$ cat src/rtl/gpt2_gen_pkg.sv
// Shared types for the GPT-2 generation sequencer: FSM states, stop codes
// and the width helper used to size token/position/layer fields.
package gpt2_gen_pkg;

  typedef enum logic [2:0] {
    S_IDLE, S_FETCH, S_EMBED, S_LAYER, S_FINAL_LN, S_LMHEAD, S_EMIT, S_DONE
  } state_t;

  typedef enum logic [1:0] {
    STOP_NONE = 2'd0,
    STOP_LEN  = 2'd1,
    STOP_EOS  = 2'd2,
    STOP_CTX  = 2'd3
  } stop_t;

  // Field width for n distinct values, never narrower than one bit.
  function automatic int clog2w(input int n);
    return (n <= 1) ? 1 : $clog2(n);
  endfunction

endpackage

$ cat src/rtl/gpt2_gen_sequencer_argmax.sv
// Streaming argmax over one LM-head pass: strict signed compare, so the
// lowest index wins ties.
module vocab_argmax_stream
  import gpt2_gen_pkg::*;
#(
  parameter int VOCAB_SIZE = 16,
  parameter int DATA_WIDTH = 16,
  localparam int TOK_W     = clog2w(VOCAB_SIZE)
) (
  input  logic                         clk,
  input  logic                         rst,
  input  logic                         clear,
  input  logic                         valid,
  input  logic signed [DATA_WIDTH-1:0] data,
  output logic        [TOK_W-1:0]      arg,
  output logic signed [DATA_WIDTH-1:0] max,
  output logic                         last
);

  localparam logic signed [DATA_WIDTH-1:0] MOST_NEG = {1'b1, {(DATA_WIDTH-1){1'b0}}};
  localparam logic [TOK_W-1:0]             LAST_IDX = TOK_W'(VOCAB_SIZE - 1);

  logic [TOK_W-1:0] idx;

  assign last = valid && (idx == LAST_IDX);

  always_ff @(posedge clk or posedge rst) begin
    if (rst) begin
      idx <= '0;
      arg <= '0;
      max <= MOST_NEG;
    end else if (clear) begin
      idx <= '0;
      arg <= '0;
      max <= MOST_NEG;
    end else if (valid) begin
      if (data > max) begin
        max <= data;
        arg <= idx;
      end
      idx <= idx + 1'b1;
    end
  end

endmodule

$ cat src/rtl/gpt2_gen_sequencer.sv
// Token-by-token GPT-2 generation controller: consumes a prompt, steps the
// external embed/block/LN/LM-head datapath and streams out argmax tokens.
module gpt2_gen_sequencer
  import gpt2_gen_pkg::*;
#(
  parameter int VOCAB_SIZE  = 16,
  parameter int MAX_SEQ_LEN = 8,
  parameter int NUM_LAYERS  = 4,
  parameter int DATA_WIDTH  = 16,
  parameter int EOS_EN      = 1,
  localparam int TOK_W      = clog2w(VOCAB_SIZE),
  localparam int POS_W      = clog2w(MAX_SEQ_LEN),
  localparam int LAYER_W    = clog2w(NUM_LAYERS)
) (
  input  logic                  clk,
  input  logic                  rst,
  input  logic                  start,
  input  logic [POS_W:0]        gen_len,
  input  logic [TOK_W-1:0]      eos_token,
  input  logic                  abort,
  input  logic                  prompt_valid,
  output logic                  prompt_ready,
  input  logic [TOK_W-1:0]      prompt_token,
  input  logic                  prompt_last,
  output logic                  emb_req,
  input  logic                  emb_ack,
  output logic [TOK_W-1:0]      emb_token,
  output logic [POS_W-1:0]      emb_pos,
  output logic                  layer_req,
  input  logic                  layer_ack,
  output logic [LAYER_W-1:0]    layer_idx,
  output logic                  lnf_req,
  input  logic                  lnf_ack,
  input  logic                  logit_valid,
  input  logic [DATA_WIDTH-1:0] logit_data,
  output logic                  out_valid,
  input  logic                  out_ready,
  output logic [TOK_W-1:0]      out_token,
  output logic [POS_W-1:0]      out_pos,
  output logic                  out_last,
  output logic                  busy,
  output logic                  done,
  output logic [1:0]            stop_reason
);

  localparam logic [POS_W-1:0]   LAST_POS   = POS_W'(MAX_SEQ_LEN - 1);
  localparam logic [LAYER_W-1:0] LAST_LAYER = LAYER_W'(NUM_LAYERS - 1);

  state_t            state;
  logic              gen_phase;
  logic              is_last;
  logic [TOK_W-1:0]  cur_tok;
  logic [POS_W-1:0]  pos;
  logic [POS_W:0]    gen_cnt;
  logic [POS_W:0]    gen_len_q;
  logic [TOK_W-1:0]  eos_q;
  stop_t             pend_stop;
  stop_t             stop_nxt;
  logic [POS_W:0]    cnt_nxt;

  logic                         am_clear;
  logic                         am_valid;
  logic                         am_last;
  logic [TOK_W-1:0]             am_arg;
  logic signed [DATA_WIDTH-1:0] am_max_unused;

  assign busy      = (state != S_IDLE);
  assign emb_token = cur_tok;
  assign emb_pos   = pos;
  assign am_clear  = (state == S_FINAL_LN);
  assign am_valid  = logit_valid && (state == S_LMHEAD);
  assign cnt_nxt   = gen_cnt + 1'b1;

  vocab_argmax_stream #(
    .VOCAB_SIZE (VOCAB_SIZE),
    .DATA_WIDTH (DATA_WIDTH)
  ) u_argmax (
    .clk   (clk),
    .rst   (rst),
    .clear (am_clear),
    .valid (am_valid),
    .data  ($signed(logit_data)),
    .arg   (am_arg),
    .max   (am_max_unused),
    .last  (am_last)
  );

  // EOS outranks length, which outranks running out of context.
  always_comb begin
    stop_nxt = STOP_NONE;
    if ((EOS_EN != 0) && (am_arg == eos_q)) stop_nxt = STOP_EOS;
    else if (cnt_nxt == gen_len_q)          stop_nxt = STOP_LEN;
    else if (pos == LAST_POS)               stop_nxt = STOP_CTX;
  end

  always_ff @(posedge clk or posedge rst) begin
    if (rst) begin
      state        <= S_IDLE;
      gen_phase    <= 1'b0;
      is_last      <= 1'b0;
      cur_tok      <= '0;
      pos          <= '0;
      gen_cnt      <= '0;
      gen_len_q    <= '0;
      eos_q        <= '0;
      pend_stop    <= STOP_NONE;
      prompt_ready <= 1'b0;
      emb_req      <= 1'b0;
      layer_req    <= 1'b0;
      layer_idx    <= '0;
      lnf_req      <= 1'b0;
      out_valid    <= 1'b0;
      out_token    <= '0;
      out_pos      <= '0;
      out_last     <= 1'b0;
      done         <= 1'b0;
      stop_reason  <= STOP_NONE;
    end else begin
      done <= 1'b0;
      if (abort && state != S_IDLE) begin
        state        <= S_IDLE;
        prompt_ready <= 1'b0;
        emb_req      <= 1'b0;
        layer_req    <= 1'b0;
        lnf_req      <= 1'b0;
        out_valid    <= 1'b0;
        out_last     <= 1'b0;
        stop_reason  <= STOP_NONE;
      end else begin
        case (state)
          S_IDLE: if (start) begin
            gen_len_q   <= gen_len;
            eos_q       <= eos_token;
            stop_reason <= STOP_NONE;
            if (gen_len == '0) begin
              stop_reason <= STOP_LEN;
              done        <= 1'b1;
              state       <= S_DONE;
            end else begin
              pos       <= '0;
              gen_cnt   <= '0;
              gen_phase <= 1'b0;
              is_last   <= 1'b0;
              state     <= S_FETCH;
            end
          end
          S_FETCH: begin
            if (gen_phase) state <= S_EMBED;
            else if (!prompt_ready) prompt_ready <= 1'b1;
            else if (prompt_valid) begin
              prompt_ready <= 1'b0;
              cur_tok      <= prompt_token;
              is_last      <= prompt_last;
              state        <= S_EMBED;
            end
          end
          S_EMBED: begin
            if (!emb_req) emb_req <= 1'b1;
            else if (emb_ack) begin
              emb_req   <= 1'b0;
              layer_idx <= '0;
              state     <= S_LAYER;
            end
          end
          S_LAYER: begin
            if (!layer_req) layer_req <= 1'b1;
            else if (layer_ack) begin
              layer_req <= 1'b0;
              layer_idx <= layer_idx + 1'b1;
              if (layer_idx == LAST_LAYER) begin
                // Non-final prompt tokens only warm the context; no LM head.
                if (!gen_phase && !is_last) begin
                  if (pos == LAST_POS) begin
                    stop_reason <= STOP_CTX;
                    done        <= 1'b1;
                    state       <= S_DONE;
                  end else begin
                    pos   <= pos + 1'b1;
                    state <= S_FETCH;
                  end
                end else begin
                  state <= S_FINAL_LN;
                end
              end
            end
          end
          S_FINAL_LN: begin
            if (!lnf_req) lnf_req <= 1'b1;
            else if (lnf_ack) begin
              lnf_req <= 1'b0;
              state   <= S_LMHEAD;
            end
          end
          S_LMHEAD: if (am_last) state <= S_EMIT;
          S_EMIT: begin
            if (!out_valid) begin
              out_valid <= 1'b1;
              out_token <= am_arg;
              out_pos   <= pos;
              out_last  <= (stop_nxt != STOP_NONE);
              pend_stop <= stop_nxt;
            end else if (out_ready) begin
              out_valid <= 1'b0;
              out_last  <= 1'b0;
              gen_cnt   <= cnt_nxt;
              if (pend_stop != STOP_NONE) begin
                stop_reason <= pend_stop;
                done        <= 1'b1;
                state       <= S_DONE;
              end else begin
                gen_phase <= 1'b1;
                pos       <= pos + 1'b1;
                cur_tok   <= out_token;
                state     <= S_FETCH;
              end
            end
          end
          S_DONE:  state <= S_IDLE;
          default: state <= S_IDLE;
        endcase
      end
    end
  end

endmodule

$ cat config.mk
export PLATFORM = sky130hd
export DESIGN_NAME = gpt2_gen_sequencer
export DESIGN_NICKNAME = d
export VERILOG_FILES = /design/src/rtl/gpt2_gen_pkg.sv /design/src/rtl/gpt2_gen_sequencer_argmax.sv /design/src/rtl/gpt2_gen_sequencer.sv
export SDC_FILE = /design/constraint.sdc
export NUM_CORES = 1
export LEC_CHECK = 0
export CORE_MARGIN = 10
export CORE_UTILIZATION = 48
export DETAILED_ROUTE_END_ITERATION = 16
export GPL_TIMING_DRIVEN = 1
export PLACE_DENSITY = 0.73
export SYNTH_ARGS = -nofsm -noshare
export SYNTH_HDL_FRONTEND = slang
export SYNTH_SLANG_ARGS = --single-unit
$ cat constraint.sdc
create_clock -name clk -period 2.4 [get_ports clk]
set_input_delay 0.48 -clock clk [delete_from_list [all_inputs] [get_ports clk]]
set_output_delay 0.48 -clock clk [all_outputs]
set_load 0.03 [all_outputs]
==> impl_metrics.json <==
{
  "final.setup.worst_slack_ns": 0.0525,
  "tritoncts": "done",
  "met2_usage_pct": 27.9,
  "place_hpwl_um": 7040,
  "fp.dieH_um": 110,
  "die_area_mm2": 0.0120,
  "synthFlopType": "dfrtp_1",
  "worstPathRequired_ns": 2.67,
  "crit_chain": "clkdlybuf4s50_1 -> ha_1 -> nand4_1 -> nor4_4 -> o21ai_2 -> a21o_1 -> and3_4 -> buf_12 -> o21ai_0",
  "slew_headroom_pct": 59.0,
  "setup_viol": 0,
  "overflow": 0,
  "gp_congestion": 0.890,
  "async_flop_share_pct": 100,
  "ctsRootBufferMaster": "clkbuf_8",
  "grt_pass1_vias": 3320,
  "reg2reg_from": "u_argmax.max[15]",
  "initialDrtViolationCount": 160,
  "place_ws_ns": -0.359,
  "drive_gt1_share_pct": 17.1,
  "final_cells": 598,
  "synth.most_common_cell": "dfrtp_1",
  "design_area_mm2": 0.00504,
  "drc": 0,
  "fill_cells": 654,
  "clockBufferDepth": 2,
  "synth_seq_area_share_pct": 44.1,
  "status": "completed",
  "slew_violations": 0,
  "path_class": "in -> reg",
  "grt_max_degree": 69,
  "peakVddDrop_uv": 529,
  "netlist_area_mm2": 0.00386,
  "vias": 3311,
  "layout.nets": 551,
  "synth-edff-count": 0,
  "fmax_ghz": 0.426,
  "reg2reg_depth": 9,
  "fin_crit_sh_pct": 97.8,
  "layout_min_cycle_time_ns": 2.35,
  "crit_slowest_cell": "clkdlybuf4s50_1",
  "diodes": 0,
  "clock_skew_ns": 0.0121,
  "min_path_cells": 3,
  "drv_cap": 0,
  "vias_per_cell": 5.54,
  "path_clk_slew_ns": 0.08,
  "synth.distinct_cells": 58,
  "busiest_layer": "met2",
  "worstHoldStart": "logit_data[6]",
  "syn_inst": 404,
  "ctsHoldBuffers": 0,
  "power.density_mw_per_mm2": 1080,
  "hp-class": "in -> reg",
  "worstSetupStartpointType": "input pin",
  "syn_to_final_growth_pct": 30.6,
  "dpl.cell_count": 582,
  "ys_ff_latch": 68,
  "startpoint": "logit_data[5]",
  "tightestPinTransition_ns": 0.607,
  "port_buffers": 64,
  "critPathArrivalTime_ns": 2.62,
  "io_pins": 65,
  "synth_top_area_share_pct": 43.4,
  "hold_viol_final": 0,
  "avgSynthCellArea_um2": 9.56,
  "wl_per_cell_um": 15.8,
  "antenna_found_initial": 0,
  "whs_ns": 0.450,
  "grt_pass1_wl_um": 15700,
  "h-tree-depth": 3,
  "rows": 32,
  "gr-usage-met3_pct": 4.15,
  "cp-end-kind": "register",
  "cts-buffers-inserted": 9,
  "synth.area.top_cells": "dfrtp_1 (43%), ha_1 (6.8%), nand2_1 (5.9%)",
  "slowest_delay_ns": 0.43,
  "r2r-end": "u_argmax.arg[1]",
  "yosys-top-cells-count": "dfrtp_1 (67), nand2_1 (61), o21ai_0 (40)",
  "syn_nets": 464,
  "core_area_mm2": 0.00777,
  "drt_pass1_iterations": 4,
  "crit_fanout": 11,
  "initial_utilization_pct": 49.7,
  "timing.reg2reg.setup_slack_ns": 0.16,
  "met1_usage_pct": 19.8,
  "ant_nets": 0,
  "clk_latency_ns": 0.35,
  "wl_um": 9440,
  "yosys.area.top_type": "dfrtp_1",
  "yosysWarnings": 0,
  "dpl_cell_area_mm2": 0.00478,
  "grt_usage_pct": 16.2,
  "fp.dieW_um": 110,
  "clock_sinks": 68,
  "holdPathEnd": "u_argmax.max[6]",
  "power_leakage_nw": 2.23
}
==> area by class of cell <==
class	count	area, um2	area share (%)
clock buffers	10	128	2.53
well taps	102	128	2.53
flip-flops and latches	68	1710	33.8
clock inverters	6	50.0	0.992
inverters	26	97.6	1.94
repair buffers	93	886	17.6
multi-input cells	293	2050	40.6
==> per-layer routing <==
layer	vias to the layer above	wire [um]
met5	-	0
met4	0	91
met3	7	494
met2	94	4700
met1	1593	4150
li1	1617	-
==> cells in the final DEF (no fill, tap or decap), types with 3 or more instances in the layout <==
| cell | n |
|---|---|
| dfrtp_1 | 64 |
| nand3_1 | 10 |
| xnor2_1 | 8 |
| clkdlybuf4s50_1 | 63 |
| clkbuf_8 | 9 |
| nor2_1 | 12 |
| and3_1 | 3 |
| a21o_1 | 8 |
| clkinv_4 | 3 |
| xor2_1 | 3 |
| nor2b_1 | 4 |
| mux2i_1 | 11 |
| nand3b_1 | 3 |
| nand3_2 | 3 |
| nand2_1 | 60 |
| ha_4 | 4 |
| dfrtp_2 | 3 |
| o21ai_0 | 35 |
| a21oi_1 | 16 |
| o21ai_1 | 5 |
| inv_1 | 25 |
| nor3_1 | 6 |
| mux2_2 | 17 |
| o211ai_1 | 4 |
| nand4_1 | 24 |
| buf_4 | 27 |
| and2_1 | 3 |
| ha_1 | 17 |
==> sequential cells by signal, indices dropped and copies added (netlist names), 2 cells and up <==
signal        cells
u_argmax.idx      4
u_argmax.arg      4
gen_len_q         4
layer_idx         2
u_argmax.max     16
out_token         4
pend_stop         2
out_pos           3
gen_cnt           4
emb_token         4
stop_reason       2
eos_q             4
state             3
emb_pos           3
==> cell families (layout without fill, tap and decap cells) <==
kind of cell	Yosys count	count (layout)	share of synthesized area (%)
xor+xnor	11	11	2.49
flops	68	68	44.1
simple gates	143	143	19.4
mux	29	29	8.20
compound gates	89	89	14.2
fa+ha+maj	21	21	6.80
buf+inv	43	135	4.83
==> worst max path at each step <==
| stage | to | slack, ns | depth (start not counted) |
|---|---|---|---|
| 3_3_place_gp | u_argmax.max[15] | -0.29 | 8 |
| 4_1_cts | u_argmax.max[4] | 0.02 | 9 |
| 5_1_grt | u_argmax.arg[2] | -0.02 | 9 |
| 6_report | u_argmax.max[13] | 0.05 | 9 |
| 3_5_place_dp | u_argmax.max[4] | -0.36 | 9 |
| 2_1_floorplan | u_argmax.max[15] | 0.07 | 8 |
==> through the flow <==
stage	setup TNS, ns	power (mW)	util (%)
2_1_floorplan	0	3.59	-
3_3_place_gp	-5.27	4.40	61.6
3_5_place_dp	-5.89	4.49	61.6
4_1_cts	0	5.36	63.9
5_1_grt	-0.0516	5.85	64.9
6_report	0	5.43	64.9
==> what timing repair did <==
| action | 4_1_cts | 5_1_grt |
|---|---|---|
| buffers inserted | 0 | 0 |
| pin swaps | 0 | 6 |
| resized for setup | 2 | 15 |
| endpoints found under the setup margin | 1 | 19 |
==> worst max-delay path, delay by kind of cell <==
kind / cells / cell delay, ns
buffers and inverters: 2 / 0.58
adder cells (fa/ha/maj): 1 / 0.32
AO/OA/AOI/OAI: 3 / 0.47
AND/OR/NAND/NOR: 3 / 0.76
==> power breakdown <==
part           switching [mW]  total [mW]  internal, mW
Combinational            1.42        2.64          1.22
Clock                   0.472       0.855         0.383
Sequential              0.376        1.94          1.57
Total                    2.27        5.43          3.17
No activity file was read; power rests on OpenSTA's default activity.
